[config.mk]
export PLATFORM = sky130hd
export DESIGN_NAME = scanner_unit
export DESIGN_NICKNAME = d
export VERILOG_FILES = /design/src/rtl/scanner_pkg.sv /design/src/rtl/seg7.sv /design/src/rtl/scanner_unit.sv
export SDC_FILE = /design/constraint.sdc
export NUM_CORES = 1
export LEC_CHECK = 0
export CAP_MARGIN = 20
export CORE_MARGIN = 4
export CORE_UTILIZATION = 54
export DETAILED_ROUTE_END_ITERATION = 10
export GPL_ROUTABILITY_DRIVEN = 0
export HOLD_SLACK_MARGIN = 0.06
export PLACE_DENSITY = 0.84
export SKIP_CTS_REPAIR_TIMING = 1
export SLEW_MARGIN = 20
export SYNTH_ARGS = -nofsm -noshare
export SYNTH_HDL_FRONTEND = slang
export SYNTH_SLANG_ARGS = --single-unit
[constraint.sdc]
create_clock -name clk -period 7.85 [get_ports clk]
set_clock_uncertainty 0.2 [all_clocks]
set_input_delay 1.57 -clock clk [delete_from_list [all_inputs] [get_ports clk]]
set_output_delay 1.57 -clock clk [all_outputs]
set_load 0.01 [all_outputs]
[src/rtl/scanner_pkg.sv]
// Shared types and constants for the scanner unit.
package scanner_pkg;

  typedef enum logic [2:0] {
    LOW_POWER    = 3'd0,
    STANDBY      = 3'd1,
    SCANNING     = 3'd2,
    IDLE         = 3'd3,
    TRANSFERRING = 3'd4,
    FLUSHING     = 3'd5
  } state_t;

  localparam logic [3:0] COUNT_FULL = 4'd10;
  localparam logic [3:0] WAKE_AT    = 4'd8;

endpackage

[src/rtl/seg7.sv]
// Active-low seven-segment decoder, segment order gfedcba.
// Values 10..15 all show "F" (buffer full marker).
module seg7 (
  input  logic [3:0] value,
  output logic [6:0] seg
);

  // Pure combinational digit lookup
  always_comb begin
    seg = 7'b0001110;
    case (value)
      4'd0: seg = 7'b1000000;
      4'd1: seg = 7'b1111001;
      4'd2: seg = 7'b0100100;
      4'd3: seg = 7'b0110000;
      4'd4: seg = 7'b0011001;
      4'd5: seg = 7'b0010010;
      4'd6: seg = 7'b0000010;
      4'd7: seg = 7'b1111000;
      4'd8: seg = 7'b0000000;
      4'd9: seg = 7'b0010000;
      default: seg = 7'b0001110;
    endcase
  end

endmodule

[src/rtl/scanner_unit.sv]
// Scanner unit: fills a buffer while SCANNING, then drains it by transfer
// or discards it by flush. Two units hand the scanning role back and forth
// through wake_out/start_out -> peer wake_in/start_in.
module scanner_unit
  import scanner_pkg::*;
#(
  parameter int INIT_ACTIVE = 0
) (
  input  logic       clk,
  input  logic       reset,
  input  logic       wake_in,
  input  logic       start_in,
  input  logic       xfer_ok,
  input  logic       flush,
  output logic       wake_out,
  output logic       start_out,
  output logic [2:0] state,
  output logic [3:0] count,
  output logic [6:0] hex_state,
  output logic [6:0] hex_count
);

  state_t st;

  assign state = st;

  // Main FSM: state, buffer count and the registered peer pulses
  always_ff @(posedge clk) begin
    if (reset) begin
      st        <= (INIT_ACTIVE != 0) ? SCANNING : LOW_POWER;
      count     <= 4'd0;
      wake_out  <= 1'b0;
      start_out <= 1'b0;
    end else begin
      // pulses default low so each lasts a single cycle
      wake_out  <= 1'b0;
      start_out <= 1'b0;
      case (st)
        LOW_POWER: begin
          count <= 4'd0;
          if (wake_in) st <= STANDBY;
        end
        STANDBY: begin
          count <= 4'd0;
          if (start_in) st <= SCANNING;
        end
        SCANNING: begin
          if (count < COUNT_FULL) begin
            count <= count + 4'd1;
            // pulses line up with the cycle the new count becomes visible
            if (count + 4'd1 == WAKE_AT) wake_out <= 1'b1;
            if (count + 4'd1 == COUNT_FULL) begin
              start_out <= 1'b1;
              st        <= IDLE;
            end
          end else begin
            st <= IDLE;
          end
        end
        IDLE: begin
          count <= COUNT_FULL;
          if (flush)        st <= FLUSHING;
          else if (xfer_ok) st <= TRANSFERRING;
        end
        TRANSFERRING: begin
          if (count != 4'd0) begin
            count <= count - 4'd1;
            if (count == 4'd1) st <= LOW_POWER;
          end else begin
            st <= LOW_POWER;
          end
        end
        FLUSHING: begin
          count <= 4'd0;
          st    <= LOW_POWER;
        end
        default: begin
          count <= 4'd0;
          st    <= LOW_POWER;
        end
      endcase
    end
  end

  seg7 u_seg_state (
    .value ({1'b0, state}),
    .seg   (hex_state)
  );

  seg7 u_seg_count (
    .value (count),
    .seg   (hex_count)
  );

endmodule

# Word-level counts from Yosys, hierarchy flattened
# Memories as Yosys holds them, arrays and structs flattened. A register that Yosys moved wholly into a read port is not among the register bits.
# Cells that the tools add are included.
# W data, S select, Z words.
# totals
ff_bits	9
inputBits	6
mem_bits_ro	224
n_memories	2
# mem_list
memory	depth	word_bits	rd	rd_ports_with_merged_regs	write_ports	line	text
(no name shown)	16	7	1	1	0	seg7.sv:11	case (value)
(no name shown)	16	7	1	1	0	seg7.sv:11	
# classes
n_reduce_logical	5
n_lt_le_gt_ge	1
add_sub_neg	2
eq_ne	14
muxes	18
n_bitwise	2
# op_table
cell	count
$mux W3	8
$mux W4	6
$pmux W3 S5	1
$pmux W4 S3	1
$ne A3 B3 Y1 const B	3
$eq A4 B4 Y1 const B	2
$ne A2 B2 Y1 const B	4
$eq A3 B2 Y1 const B	2
$reduce_and A5 Y1	1
$add A4 B1 Y4 const B	1
$eq A4 B1 Y1 const B	1
$lt A4 B4 Y1 const B	1
$reduce_bool A4 Y1	1
$sub A4 B1 Y4 const B	1
$eq A3 B1 Y1 const B	1
$eq A3 B3 Y1 const B	1
$logic_not A3 Y1	1
$reduce_or A3 Y1	1
$mux W1	2
$not A1 Y1	2
$reduce_and A2 Y1	1

# Depth between registers and ports, before layout
# Gate-level depths: netlist of the first run.
# logic_depth
ltp_word	7
mapped_depth	12
mapped_depth_nobuf	12

# Hierarchy
# Synthesis of the first run repeated with hierarchy kept, for this count alone.
# unflattened
hier_cells	152
area_unflattened_um2	1148.6
# by_module_without_submodules
module	area_each_um2	instances	cells_per_inst
scanner_unit	711.9	1	96
seg7 at u_seg_state	220.2	1	28
seg7 at u_seg_count	216.5	1	28

# Least setup slack after synthesis of the first run
# Ideal clock, no wire load.
# synth_path
kind	input port to flip-flop
startpoint	input port wake_in
endpoint	register u_seg_state.seg[6] (netlist name)
setup_ns	0.137
t_required_ns	7.513
setup_slack_ns	4.185
arrival_time_ns	3.327
cell_stages	8
cell_sequence	nor2b_1 > a2111oi_0 > a211oi_1 > a22oi_1 > nor2_1 > ha_1 > a2111oi_0 > o21ai_0
# synth_between
elab_chain_cells	4
# synth_lines
element	line	text
start: declaration	scanner_unit.sv:11	input logic wake_in,
$ne A2 B2 Y1 (no source line)	-	
$reduce_and A5 Y1 (no source line)	-	
$mux W4 (no source line) (2 in a row)	-	
# No other way between the ends.
# A chain may end at the register's enable or synchronous reset.

# Worst setup path after layout of the first run
# layout_path
startpoint	input port wake_in
endpoint	register u_seg_state.seg[6] (netlist name)
# layout_between
elab_chain_cells	4
# layout_lines
element
$ne A2 B2 Y1 (no source line)
$reduce_and A5 Y1 (no source line)
$mux W4 (no source line) (2 in a row)
# No other way between the ends.

==> reports/metrics.cfg, run 1 <==
[run]
drv_cap=0

[power]
pwr_density_cell_nw_per_um2=239
power.leakage_nw=0.653
irDropWorstVdd_v=0.000185

[floorplanning]
initial_core_util_pct=59.2
die_h_um=58.2
fp.dieW_um=58.2
dieArea_um2=3390
io_pins=29
row_count=17
core-area_um2=2300

[global_routing]
grt_pass1_vias=1159
grt_usage_pct=18.7
grt_max_degree=23
grt_pass1_wl_um=5120
overflow=0
antenna_found_initial=0

[setup_path]
start_kind=input pin
r2r_end=u_seg_state.seg[6]$_DFF_P_
crit_arrival_ns=4.24
reg2reg_depth=8
path_class=in -> reg
required_ns=7.83
r2r-start=state[0]$_SDFFE_PP0N_
rrSetupSlack_ns=4.57
path_max_fanout=4
worst_setup_path_end_kind=register

[hold_path]
min_from=count[2]$_SDFFE_PP0N_
whs_endpoint=wake_out$_SDFF_PP0_
hold_path_depth=2
hold_class=reg -> reg

[yosys]
synth_top_area_share_pct=33.9
syn-num-nets=170
async_flop_share_pct=0
syn-cell-area_um2=1360
post-synth-top-area-cell=dfxtp_1
yosysSeqAreaShare_pct=33.9
synth-main-ff-cell=dfxtp_1
synth_cell_type_count=44
synthTopCellsByArea=dfxtp_1 (34%), ha_1 (13%), mux2i_1 (4.4%)
synth-seq-cells=23
synth_edf_count=0
postSynthAreaPerCell_um2=9.07
yosysWarnings=0
syn_inst=150

[clocking]
cts_made_buffers=3
clock_sinks=23
clk_pin_slew_worst_paths_ns=0.12
htree_levels=1
cts_tree=yes
cts_root_buffer=clkbuf_4
clk_latency_ns=0.30
cts_max_path_buffers=2

[detailed_routing]
drc=0
post_drt_via_cell_ratio=5.67
first_pass_iters=4
finalWirelength_um=2890
dr.first_iter.drc_count=27
post_drt_wl_per_cell_um=14.4
vias=1140
drtAntennaViolNets=0

[timing]
fin_crit_sh_pct=54.3
max_slew_margin_pct=49.8
rsz0062_at_grt=no
min_period_ns=4.26
hold_viol=0
setup-tns-final_ns=0
worst_slew_pin_slew_ns=0.734
finalSetupViolCount=0
max_freq_mhz=235
slew_viol_final=0
whs_ns=0.498

[cells_and_area]
layout-drive-gt1-share_pct=6.94
diodes=0
utilization_pct=72.4
nets=194
area_growth_syn_to_layout_pct=22.4
final_cells=201

[place]
portBuffers=28
place_inst=197
hpwlAfterDp_um=2210

[run_status]
status=complete, no violations

[cell type report]
cell class | instances | area, um2
clock buffer | 3 | 22.5
clock inverter | 1 | 5.00
fill | 189 | 633
inverter | 8 | 30.0
multi-input combinational | 110 | 831
sequential | 23 | 460
tap | 28 | 35.0
timing repair buffer | 28 | 280
[critical path, cell delays in order]
cell             delay [ns]
clkdlybuf4s50_1        0.41
nor2b_1                0.13
a2111oi_0              0.69
a211oi_1               0.11
a22oi_1                0.36
nor2_1                 0.12
ha_1                   0.28
a2111oi_0              0.40
o21ai_0                0.16
[report_power, final]
group / internal, mW / switching (mW)
registers: 0.140 / 0.0283
logic: 0.0907 / 0.0858
clock network: 0.0190 / 0.0343
[worst max path at each step]
| stage | end | from | slack [ns] | cells past startpoint |
|---|---|---|---|---|
| 4_1_cts | u_seg_state.seg[6]$_DFF_P_ | wake_in | 3.59 | 9 |
| 2_1_floorplan | u_seg_state.seg[6]$_DFF_P_ | wake_in | 4.19 | 8 |
| 5_1_grt | u_seg_state.seg[6]$_DFF_P_ | wake_in | 3.36 | 9 |
| 3_5_place_dp | u_seg_state.seg[6]$_DFF_P_ | wake_in | 3.34 | 9 |
| 3_3_place_gp | u_seg_state.seg[6]$_DFF_P_ | wake_in | 3.55 | 9 |
| 6_report | u_seg_state.seg[6]$_DFF_P_ | wake_in | 3.59 | 9 |
[metal layers]
layer / vias to the layer above / part of all wire, % / GRT usage [%] / wire length, um
met1: 537 / 43 / 22.8 / 1250
met3: 2 / 4.6 / 3.12 / 134
met4: 0 / 0.59 / 4.97 / 17
met5: - / 0 / 0 / 0
met2: 25 / 51 / 33.9 / 1490
li1: 576 / - / - / -
[synth_stat cells (3+ instances only)]
master and instances:
dfxtp_1 23, a21oi_1 6, a21o_1 3, mux2_2 3, nand2b_1 3, o21ai_0 4, nor2_1 16, buf_2 4
a211oi_1 4, clkbuf_1 5, nor3_1 5, mux2i_1 6, inv_1 7, nand3_1 4, nand2_1 6, ha_1 14
[placed cells by master, fill, tap and decap left out, types with 2 or more instances in the layout]
master	count
nor3b_2	2
mux2i_1	6
or4b_1	2
xnor2_1	2
nand2b_1	3
nand2_1	6
o21ai_0	4
o21a_1	2
clkbuf_4	3
a2111oi_0	2
nor2_1	16
nor3_1	5
mux2_2	3
nor2b_1	2
nand3_1	4
inv_1	7
dfxtp_1	23
a21oi_1	6
nand3b_1	2
a21o_1	3
clkdlybuf4s50_1	28
a211oi_1	4
nor3b_1	2
ha_1	14
a311oi_1	2
[cells by family after synthesis]
logic type                 Yosys count  synth area share, %
xor gates and xnor gates             3                 1.93
adders and majority gates           14                 12.9
and+or+nand+nor                     51                 21.3
AOI/OAI and AO/OA                   33                 18.1
buffers and inverters               17                 5.06
muxes                                9                 6.90
DFF                                 23                 33.9
[sequential cells by signal, summed over array words and instances, names as in the netlist]
register / count
state: 3
wake_out: 1
count: 4
u_seg_count.seg: 7
start_out: 1
u_seg_state.seg: 7
[per-stage QoR]
stage / worst slack, ns / power [mW] / cell area (um2)
global route: 3.36 / 0.433 / 1660
detailed placement: 3.34 / 0.348 / 1640
CTS: 3.59 / 0.403 / 1660
global placement: 3.55 / 0.339 / 1640
finish: 3.59 / 0.398 / 1660
floorplan: 4.19 / 0.278 / 1360
(Power assumes the default switching activity.)
==> run 2, diff against run 1 <==
--- a/config.mk
+++ b/config.mk
@@ -6,12 +6,13 @@
 export NUM_CORES = 1
 export LEC_CHECK = 0
 export CAP_MARGIN = 20
+export CORE_ASPECT_RATIO = 0.5
 export CORE_MARGIN = 4
-export CORE_UTILIZATION = 54
+export CORE_UTILIZATION = 50
 export DETAILED_ROUTE_END_ITERATION = 10
 export GPL_ROUTABILITY_DRIVEN = 0
 export HOLD_SLACK_MARGIN = 0.06
-export PLACE_DENSITY = 0.84
+export PLACE_DENSITY = 0.79
 export SKIP_CTS_REPAIR_TIMING = 1
 export SLEW_MARGIN = 20
 export SYNTH_ARGS = -nofsm -noshare
==> constraint.sdc (replaced) <==
create_clock -name clk -period 4.1 [get_ports clk]
set_clock_uncertainty 0.2 [all_clocks]
set_input_delay 0.82 -clock clk [delete_from_list [all_inputs] [get_ports clk]]
set_output_delay 0.82 -clock clk [all_outputs]
set_load 0.01 [all_outputs]
==> run 2 against run 1 <==
Effect of this change: combinational power grew 91%; count of clock-buffer cells in the layout up 1; critical path type unchanged; power grew 100%; clock power grew to 2.7 times the previous value; first-iteration DRC count increased by 140%; utilization down 7.1 points; non-clock buffer count increased by 1; sequential power grew 92%; cell count up 5.0%; global-route usage shrank 2.1 points; routed wire length shrank 3.0%.
==> reports/metrics.cfg, run 2 (same netlist as run 1, synthesis figures left out) <==
[setup_path]
path_delay_family=compound AO/OA/AOI/OAI gates
worst_setup_path_end_kind=register
path_max_fanout=4  ; unchanged
required_ns=4.04  ; -3.79 ns
critPathBufInv=1  ; unchanged
crit_path_frequent_cell=a2111oi_0
start_kind=input pin
cp_slowest_stage_delay_ns=0.67  ; -0.02 ns
crit_chain=clkdlybuf4s50_1 -> nor2b_1 -> a2111oi_0 -> a211oi_1 -> a22oi_1 -> nor2_1 -> ha_1 -> a2111oi_0 -> o21ai_0
r2r-start=state[0]$_SDFFE_PP0N_
crit_slowest_cell=a2111oi_0
startpoint=wake_in
path_class=in -> reg
crit_arrival_ns=3.33  ; -0.91 ns

[timing]
rsz0062_at_grt=no
finalSetupViolCount=0  ; unchanged
setup-tns-final_ns=0  ; unchanged
slew_viol_final=0  ; unchanged
fin_crit_sh_pct=82.5
hold_viol=0  ; unchanged
min_period_ns=3.38
max_freq_mhz=296
max_slew_margin_pct=51.8  ; +2.0 points
worst_slew_pin_slew_ns=0.705  ; -0.0289 ns

[power]
power.leakage_nw=0.663  ; +1.5%
irDropWorstVdd_v=0.000268  ; +45%
total_power_mw=0.801  ; +100%
pwr_density_cell_nw_per_um2=471  ; +97%

[detailed_routing]
dr.first_iter.drc_count=65  ; +140%
post_drt_wl_per_cell_um=13.3  ; -7.6%
post_drt_via_cell_ratio=5.41  ; -4.6%
finalWirelength_um=2800  ; -3.0%
drc=0  ; unchanged
drtAntennaViolNets=0  ; unchanged
vias=1142  ; +0.18%
first_pass_iters=4  ; unchanged

[hold_path]
min_from=count[2]$_SDFFE_PP0N_
hold_class=reg -> reg

[clocking]
clk_pin_slew_worst_paths_ns=0.08  ; -0.04 ns
clock_sinks=23  ; unchanged
cts_tree=yes
cts_max_path_buffers=2  ; unchanged
cts_made_buffers=3  ; unchanged
cts_root_buffer=clkbuf_8
clk_latency_ns=0.27  ; -0.03 ns
htree_levels=1  ; unchanged

[cells_and_area]
utilization_pct=65.3  ; -7.1 points
diodes=0  ; unchanged
layout-drive-gt1-share_pct=6.90  ; -0.040 points
fill_cells=236  ; +25%
area_growth_syn_to_layout_pct=25.0
layout_common_cells=clkdlybuf4s50_1 (28), dfxtp_1 (23), nor2_1 (16), ha_1 (14), inv_1 (7)
layout_commonest_cell=clkdlybuf4s50_1
nets=195  ; +0.52%
final_cells=211  ; +5.0%

[floorplanning]
io_pins=29  ; unchanged
initial_core_util_pct=52.3  ; -6.9 points
die_h_um=44.9  ; -23%
row_count=13  ; -4
fp.dieW_um=81.8  ; +41%
core-area_um2=2600  ; +13%
dieArea_um2=3670  ; +8.4%

[place]
place_inst=207  ; +5.1%
hpwlAfterDp_um=2080  ; -5.9%
portBuffers=28  ; unchanged

[global_routing]
antenna_found_initial=0  ; unchanged
grt_max_degree=20  ; -13%
grt_pass1_wl_um=4620  ; -9.8%
grt_usage_pct=16.6  ; -2.1 points
grt_pass1_vias=1055  ; -9.0%
overflow=0  ; unchanged

[run_status]
status=complete, no violations

[run]
drv_cap=0  ; unchanged

run 2: changes by cell type in the layout (fill, tap and decap cells not counted), sizes merged:
cell / previous run / this run
clkbuf: 3 / 4
buf: 0 / 1
clkinv: 1 / 0
run 2: final timing paths:
kind                                 to  slack [ns]  cells after the start
min                 wake_out$_SDFF_PP0_        0.49                      2
max reg2reg  u_seg_state.seg[6]$_DFF_P_        0.96                      8
min reg2reg         wake_out$_SDFF_PP0_        0.49                      2
max          u_seg_state.seg[6]$_DFF_P_        0.72                      9
run 2: layer usage:
layer | vias up | track usage [%] | share of wire (%)
met5 | - | 0 | 0
met4 | 0 | 7.62 | 0.68
met3 | 5 | 4.98 | 4.9
met2 | 29 | 27.9 | 46
met1 | 523 | 19.9 | 48
li1 | 585 | - | -
run 2: final cells by class:
class	instances	area [um2]	area share (%)
multi-input cells	110	831	48.9
flip-flops and latches	23	460	27.1
repair buffers	29	288	16.9
well taps	37	46.3	2.72
clock buffers	4	45.0	2.65
inverters	8	30.0	1.77
run 2: per-stage QoR:
step | hold WS [ns] | instance area [um2] | worst slack, ns
2_1_floorplan | 0.491 | 1360 | 1.19
3_3_place_gp | 0.458 | 1660 | 0.594
3_5_place_dp | 0.460 | 1660 | 0.477
4_1_cts | 0.472 | 1700 | 0.744
5_1_grt | 0.514 | 1700 | 0.460
6_report | 0.486 | 1700 | 0.717
run 2: worst min-delay path, cell delays in order, from the launching register on:
cell and delay [ns]:
dfxtp_1 0.46, nand2_1 0.14, nor4_1 0.04
run 2: power breakdown:
group          switching (mW)  internal [mW]
sequential             0.0540          0.268
combinational           0.163          0.174
clock                  0.0730         0.0695
total                   0.290          0.511
